$ cat config.mk
export PLATFORM = sky130hd
export DESIGN_NAME = conv_enc_frame_ctrl_flat
export DESIGN_NICKNAME = d
export VERILOG_FILES = /design/src/rtl/conv_enc_frame_ctrl_if.sv /design/src/rtl/conv_enc_frame_ctrl.sv /design/src/flat_wrapper.sv
export SDC_FILE = /design/constraint.sdc
export NUM_CORES = 1
export LEC_CHECK = 0
export BUFFER_PORTS_ARGS = -buffer_cell sky130_fd_sc_hd__clkbuf_2
export CORE_MARGIN = 5
export CORE_UTILIZATION = 57
export DETAILED_ROUTE_END_ITERATION = 12
export PLACE_DENSITY = 0.81
export SYNTH_ARGS = -nofsm -noshare
export SYNTH_HDL_FRONTEND = slang
export SYNTH_SLANG_ARGS = --single-unit
$ cat constraint.sdc
create_clock -name clk -period 3.01 [get_ports clk]
set_clock_uncertainty 0.1 [all_clocks]
set_input_delay 0 -clock clk [delete_from_list [all_inputs] [get_ports clk]]
set_output_delay 0 -clock clk [all_outputs]
set_load 0.1 [all_outputs]
$ cat src/rtl/conv_enc_frame_ctrl_if.sv
`default_nettype none
// +----------------------------------------------------------------------------+
// | conv_enc_frame_ctrl_if                                                     |
// | Frame control, message-bit and code-symbol handshakes of the encoder.      |
// | Revision: 1.0                                                              |
// +----------------------------------------------------------------------------+
interface conv_enc_frame_ctrl_if #(
  parameter int LEN_W = 10
);
  logic             start;
  logic [LEN_W-1:0] frame_len;
  logic             err_len;
  logic             in_bit;
  logic             in_valid;
  logic             in_ready;
  logic [1:0]       out_sym;
  logic             out_valid;
  logic             out_ready;
  logic             out_last;
  logic             busy;
  logic             done;

  modport master (
    output start, frame_len, in_bit, in_valid, out_ready,
    input  err_len, in_ready, out_sym, out_valid, out_last, busy, done
  );

  modport slave (
    input  start, frame_len, in_bit, in_valid, out_ready,
    output err_len, in_ready, out_sym, out_valid, out_last, busy, done
  );
endinterface
`default_nettype wire

$ cat src/rtl/conv_enc_frame_ctrl.sv
`default_nettype none
// +----------------------------------------------------------------------------+
// | conv_enc_frame_ctrl                                                        |
// | K=4 rate-1/2 convolutional encoder frame sequencer with zero-tail flush.   |
// | Revision: 1.0                                                              |
// +----------------------------------------------------------------------------+
module conv_enc_frame_ctrl #(
  parameter int LEN_W     = 10,
  parameter int TAIL_BITS = 3
) (
  input  logic                       clk,
  input  logic                       rst_n,
  conv_enc_frame_ctrl_if.slave       bus
);

  typedef enum logic [1:0] {
    S_IDLE  = 2'd0,
    S_DATA  = 2'd1,
    S_TAIL  = 2'd2,
    S_DRAIN = 2'd3
  } state_t;

  localparam logic [LEN_W-1:0] c_LEN_ONE   = LEN_W'(1);
  localparam logic [1:0]       c_TAIL_LAST = 2'(TAIL_BITS - 1);

  state_t           r_state;
  state_t           w_state_nxt;
  logic [2:0]       r_sr;        // [0]=d1 (newest), [1]=d2, [2]=d3
  logic [LEN_W-1:0] r_len;
  logic [LEN_W-1:0] r_bit_cnt;
  logic [1:0]       r_tail_cnt;
  logic [1:0]       r_out_sym;
  logic             r_out_valid;
  logic             r_out_last;
  logic             r_busy;
  logic             r_done;
  logic             r_err_len;

  logic             w_slot_free;
  logic             w_load;
  logic             w_u;
  logic             w_last;
  logic             w_start_ok;
  logic             w_start_err;
  logic             w_finish;
  logic [1:0]       w_sym;

  assign w_slot_free = !r_out_valid || bus.out_ready;
  assign w_sym       = {w_u ^ r_sr[0] ^ r_sr[1] ^ r_sr[2], w_u ^ r_sr[0] ^ r_sr[2]};

  always_comb begin
    w_state_nxt = r_state;
    w_load      = 1'b0;
    w_u         = 1'b0;
    w_last      = 1'b0;
    w_start_ok  = 1'b0;
    w_start_err = 1'b0;
    w_finish    = 1'b0;
    case (r_state)
      S_IDLE: begin
        if (bus.start) begin
          if (bus.frame_len != '0) begin
            w_start_ok  = 1'b1;
            w_state_nxt = S_DATA;
          end else begin
            w_start_err = 1'b1;
          end
        end
      end
      S_DATA: begin
        if (bus.in_valid && w_slot_free) begin
          w_load = 1'b1;
          w_u    = bus.in_bit;
          if (r_bit_cnt == r_len - c_LEN_ONE) begin
            w_state_nxt = S_TAIL;
          end
        end
      end
      S_TAIL: begin
        if (w_slot_free) begin
          w_load = 1'b1;
          if (r_tail_cnt == c_TAIL_LAST) begin
            w_last      = 1'b1;
            w_state_nxt = S_DRAIN;
          end
        end
      end
      S_DRAIN: begin
        if (r_out_valid && bus.out_ready) begin
          w_finish    = 1'b1;
          w_state_nxt = S_IDLE;
        end
      end
      default: w_state_nxt = S_IDLE;
    endcase
  end

  always_ff @(posedge clk or negedge rst_n) begin
    if (!rst_n) begin
      r_state     <= S_IDLE;
      r_sr        <= '0;
      r_len       <= '0;
      r_bit_cnt   <= '0;
      r_tail_cnt  <= '0;
      r_out_sym   <= '0;
      r_out_valid <= 1'b0;
      r_out_last  <= 1'b0;
      r_busy      <= 1'b0;
      r_done      <= 1'b0;
      r_err_len   <= 1'b0;
    end else begin
      r_state   <= w_state_nxt;
      r_done    <= w_finish;
      r_err_len <= w_start_err;
      if (w_start_ok) begin
        r_len      <= bus.frame_len;
        r_bit_cnt  <= '0;
        r_tail_cnt <= '0;
        r_sr       <= '0;
        r_busy     <= 1'b1;
      end
      // A load during a handshake simply overwrites the slot, keeping valid high.
      if (w_load) begin
        r_out_sym   <= w_sym;
        r_out_last  <= w_last;
        r_out_valid <= 1'b1;
        r_sr        <= {r_sr[1:0], w_u};
      end else if (bus.out_ready) begin
        r_out_valid <= 1'b0;
        r_out_last  <= 1'b0;
      end
      if (w_load && (r_state == S_DATA)) begin
        r_bit_cnt <= r_bit_cnt + c_LEN_ONE;
      end
      if (w_load && (r_state == S_TAIL)) begin
        r_tail_cnt <= r_tail_cnt + 2'd1;
      end
      if (w_finish) begin
        r_busy <= 1'b0;
        r_sr   <= '0;
      end
    end
  end

  assign bus.in_ready  = (r_state == S_DATA) && w_slot_free;
  assign bus.out_sym   = r_out_sym;
  assign bus.out_valid = r_out_valid;
  assign bus.out_last  = r_out_last;
  assign bus.busy      = r_busy;
  assign bus.done      = r_done;
  assign bus.err_len   = r_err_len;

endmodule
`default_nettype wire

$ cat src/flat_wrapper.sv
// flat-port wrapper written by rule: the top's interface ports become plain ports
module conv_enc_frame_ctrl_flat 
#(
  parameter int LEN_W     = 10,
  parameter int TAIL_BITS = 3
)
  (clk, rst_n, bus_start, bus_frame_len, bus_in_bit, bus_in_valid, bus_out_ready, bus_err_len, bus_in_ready, bus_out_sym, bus_out_valid, bus_out_last, bus_busy, bus_done);
  conv_enc_frame_ctrl_if #(.LEN_W(LEN_W)) bus_i ();
  input  logic clk;
  input  logic rst_n;
  input wire logic [$bits(bus_i.start)-1:0] bus_start;
  input wire logic [$bits(bus_i.frame_len)-1:0] bus_frame_len;
  input wire logic [$bits(bus_i.in_bit)-1:0] bus_in_bit;
  input wire logic [$bits(bus_i.in_valid)-1:0] bus_in_valid;
  input wire logic [$bits(bus_i.out_ready)-1:0] bus_out_ready;
  output wire logic [$bits(bus_i.err_len)-1:0] bus_err_len;
  output wire logic [$bits(bus_i.in_ready)-1:0] bus_in_ready;
  output wire logic [$bits(bus_i.out_sym)-1:0] bus_out_sym;
  output wire logic [$bits(bus_i.out_valid)-1:0] bus_out_valid;
  output wire logic [$bits(bus_i.out_last)-1:0] bus_out_last;
  output wire logic [$bits(bus_i.busy)-1:0] bus_busy;
  output wire logic [$bits(bus_i.done)-1:0] bus_done;
  assign bus_i.start = bus_start;
  assign bus_i.frame_len = bus_frame_len;
  assign bus_i.in_bit = bus_in_bit;
  assign bus_i.in_valid = bus_in_valid;
  assign bus_i.out_ready = bus_out_ready;
  assign bus_err_len = bus_i.err_len;
  assign bus_in_ready = bus_i.in_ready;
  assign bus_out_sym = bus_i.out_sym;
  assign bus_out_valid = bus_i.out_valid;
  assign bus_out_last = bus_i.out_last;
  assign bus_busy = bus_i.busy;
  assign bus_done = bus_i.done;
  conv_enc_frame_ctrl #(.LEN_W(LEN_W), .TAIL_BITS(TAIL_BITS)) u_core (.clk(clk), .rst_n(rst_n), .bus(bus_i));
endmodule
==> impl_metrics.csv <==
group,metric,value,unit
layout,fill_cells,267,
clock_tree,clock-sinks,34,
clock_tree,cts_setup_buffers,0,
routing,drt_pass1_iterations,6,
setup_path,slowest_stage,"or4_1",
setup_path,setup.worst_path.class,"reg2reg",
timing,hold_viol_final,0,
setup_path,crit_required,3.15,ns
routing,drc_errors,0,
timing,finalMaxSlewViolations,0,
timing,setup_viol,0,
synthesis,synth_nets,230,
timing,rsz0062_at_grt,"false",
clock_tree,cts-buffers-inserted,5,
global_route,grt_max_degree,35,
power_and_ir_drop,p_total,1.12,mW
run_status,status,"completed",
global_route,grtUsageMet1,25.5,%
routing,vias,1658,
synthesis,synth_ff_type,"dfrtp_1",
clock_tree,clk_path_buf_depth,2,
setup_path,crit_arrival,2.59,ns
routing,ant_nets,0,
global_route,grt.total_usage,19.4,%
layout,register_area,851,µm²
floorplanning,design.core.area,3360,µm²
global_route,grt.busiest_layer,"met2",
timing,period_share,81.5,%
global_route,grt_use_met2,31.5,%
synthesis,synth_area,1990,µm²
synthesis,syn_avg_cell_area,9.62,µm²
clock_tree,clk_latency,0.34,ns
clock_tree,cts_resized,0,
synthesis,yosys_register_bits,34,
placement,dp_hpwl,3170,µm
floorplanning,fp.dieH,69.1,µm
layout,final_util,70.1,%
global_route,grt_pass1_wl,7580,µm
routing,drt_iter0_drc,146,
floorplanning,die_x,69.1,µm
routing,vias_per_cell,5.68,
layout,multi_input_area,1050,µm²
layout,antenna_cells,0,
layout,fin_nets,268,
synthesis,synth_most_common_cell,"dfrtp_1",
floorplanning,dieArea,4780,µm²
power_and_ir_drop,p_leak,1.09,nW
setup_path,startpoint_type,"flip-flop",
layout,finalNonFillerCells,292,
synthesis,synth_edf_count,0,
synthesis,synth_area_leaders,"dfrtp_1 43%, mux2_2 5.1%, ha_1 4.4%, nand3_1 4.3%, o21ai_1 3.3%",
placement,portBuffers,23,
placement,place.gp.congestion,0.868,
power_and_ir_drop,power.density,476,nW/µm²
synthesis,yosysWarnings,0,
layout,drive_gt1_share,19.1,%
synthesis,yosysUniqueCellTypes,47,
synthesis,synth_top_cell_area_share,42.7,%
job,maxCapViolations,0,
timing,setup_tns,0,ns
global_route,antenna_found_initial,0,
floorplanning,pin_count,24,
synthesis,syn_inst,207,
setup_path,crit_fanout,8,
timing,period_minus_slack,2.45,ns
timing,worstMarginPinSlew,0.828,ns
clock_tree,path_clk_slew,0.12,ns
clock_tree,cts.htree.levels,2,
placement,place_ws,0.593,ns
synthesis,synth_seq_area_share,42.7,%
global_route,grt_util_met3,5.09,%
floorplanning,rows,21,
clock_tree,ctsHoldBuffers,14,
floorplanning,start_util,59.2,%
timing,slew-limit-headroom,44.8,%
layout,area_delta_synth_final,18.3,%
synthesis,synthTopCellsByCount,"34 x dfrtp_1, 17 x nand3_1, 16 x nand2_1, 14 x nor2_1, 13 x o21ai_1",
timing,fin_ws,0.558,ns
min_path,hold_path.class,"in2reg",
routing,wl_per_cell,15.2,µm
setup_path,cp-end-kind,"flip-flop",
global_route,gr-total-overflow,0,
clock_tree,tritoncts,"yes",
synthesis,synthArstFlopShare,100,%
timing,max_freq,408,MHz
clock_tree,cts_root_buf,"clkbuf_4",
power_and_ir_drop,vdd_drop_max,0.348,mV
global_route,grt_pass1_vias,1619,
placement,dp_cells,270,
setup_path,crit_chain,"or4_1, nor4_1, o2111ai_1, nor4b_2, a31oi_4, mux2_4",
setup_path,cpPeakStageDelay,0.57,ns
routing,wl,4440,µm
synthesis,yosysTopAreaCell,"dfrtp_1",
-- critical path, delay by kind of cell, from the launching register on --
kind	cells	cell delay, ns
mux	1	0.32
flops	1	0.47
compound gates	2	0.32
simple gates	3	1.13
-- stage by stage --
stage | cell area (µm²) | hold WS [ns]
detailed placement | 2130 | 0.0385
CTS | 2360 | 0.00345
floorplan | 1990 | -0.396
finish | 2360 | 0.0109
global route | 2360 | 0.0277
global placement | 2130 | 0.0375
-- worst paths after layout --
path | startpoint | slack [ns] | cells after the start | endpoint
min in group asynchronous | rst_n | 0.17 | 2 | u_core.r_tail_cnt[1]
hold reg to reg | u_core.bus.out_sym[1] | 0.41 | 2 | u_core.bus.out_sym[1]
hold / removal | bus_in_bit | 0.01 | 5 | u_core.r_sr[0]
setup / recovery | u_core.r_len[6] | 0.56 | 6 | u_core.r_state[1]
setup reg to reg | u_core.r_len[6] | 0.56 | 6 | u_core.r_state[1]
max in group asynchronous | rst_n | 2.12 | 2 | u_core.r_len[0]
-- cell usage in the layout (no fill, tap or decap), types with 5 or more instances in the layout --
master,synthesis,layout
nand2b_1,7,7
nand2_1,16,16
clkbuf_4,0,5
ha_1,7,7
clkbuf_2,0,23
nand3_1,17,17
o21ai_1,13,13
xor2_1,6,6
xnor2_1,5,5
dlygate4sd3_1,0,14
o21ai_0,6,6
mux2_2,9,9
dfrtp_1,34,34
nor2_1,14,14
and3_1,5,5
inv_1,11,11
-- kinds of logic (layout without fill, tap and decap cells) --
| logic type | after synthesis | after routing | synth area share (%) |
|---|---|---|---|
| buf+inv | 19 | 58 | 4.33 |
| mux | 12 | 12 | 6.85 |
| fa+ha+maj | 7 | 7 | 4.40 |
| simple gates | 81 | 81 | 21.7 |
| compound gates | 43 | 43 | 15.1 |
| flops | 34 | 34 | 42.7 |
| xor+xnor | 11 | 11 | 4.84 |
-- metal layers --
metal  up-vias  share of wire (%)  wire length (µm)
li1        819                  -                 -
met1       795                 46              2060
met2        35                 48              2130
met3         9                3.8               169
met4         0                1.8                82
met5         -                  0                 0
-- report_power, final --
| part | total, mW | leakage, nW | internal, mW | switching [mW] |
|---|---|---|---|---|
| clock | 0.343 | 0.0374 | 0.174 | 0.169 |
| combinational | 0.243 | 0.596 | 0.0744 | 0.169 |
| sequential | 0.536 | 0.453 | 0.490 | 0.0458 |
-- cell type report --
type / count / area share [%]
inverters: 11 / 1.75
multi-input cells: 154 / 44.7
repair buffers: 39 / 11.5
well taps: 46 / 2.44
clock inverters: 3 / 1.91
clock buffers: 5 / 1.59
flip-flops and latches: 34 / 36.1
-- sequential cells by signal (all words and copies together), names as in the netlist --
register,count
u_core.bus.err_len,1
u_core.r_sr,3
u_core.bus.out_valid,1
u_core.bus.out_last,1
u_core.r_len,10
u_core.r_tail_cnt,2
u_core.bus.done,1
u_core.r_state,2
u_core.r_bit_cnt,10
u_core.bus.out_sym,2
u_core.bus.busy,1
Power figures use the tool's default switching activity.
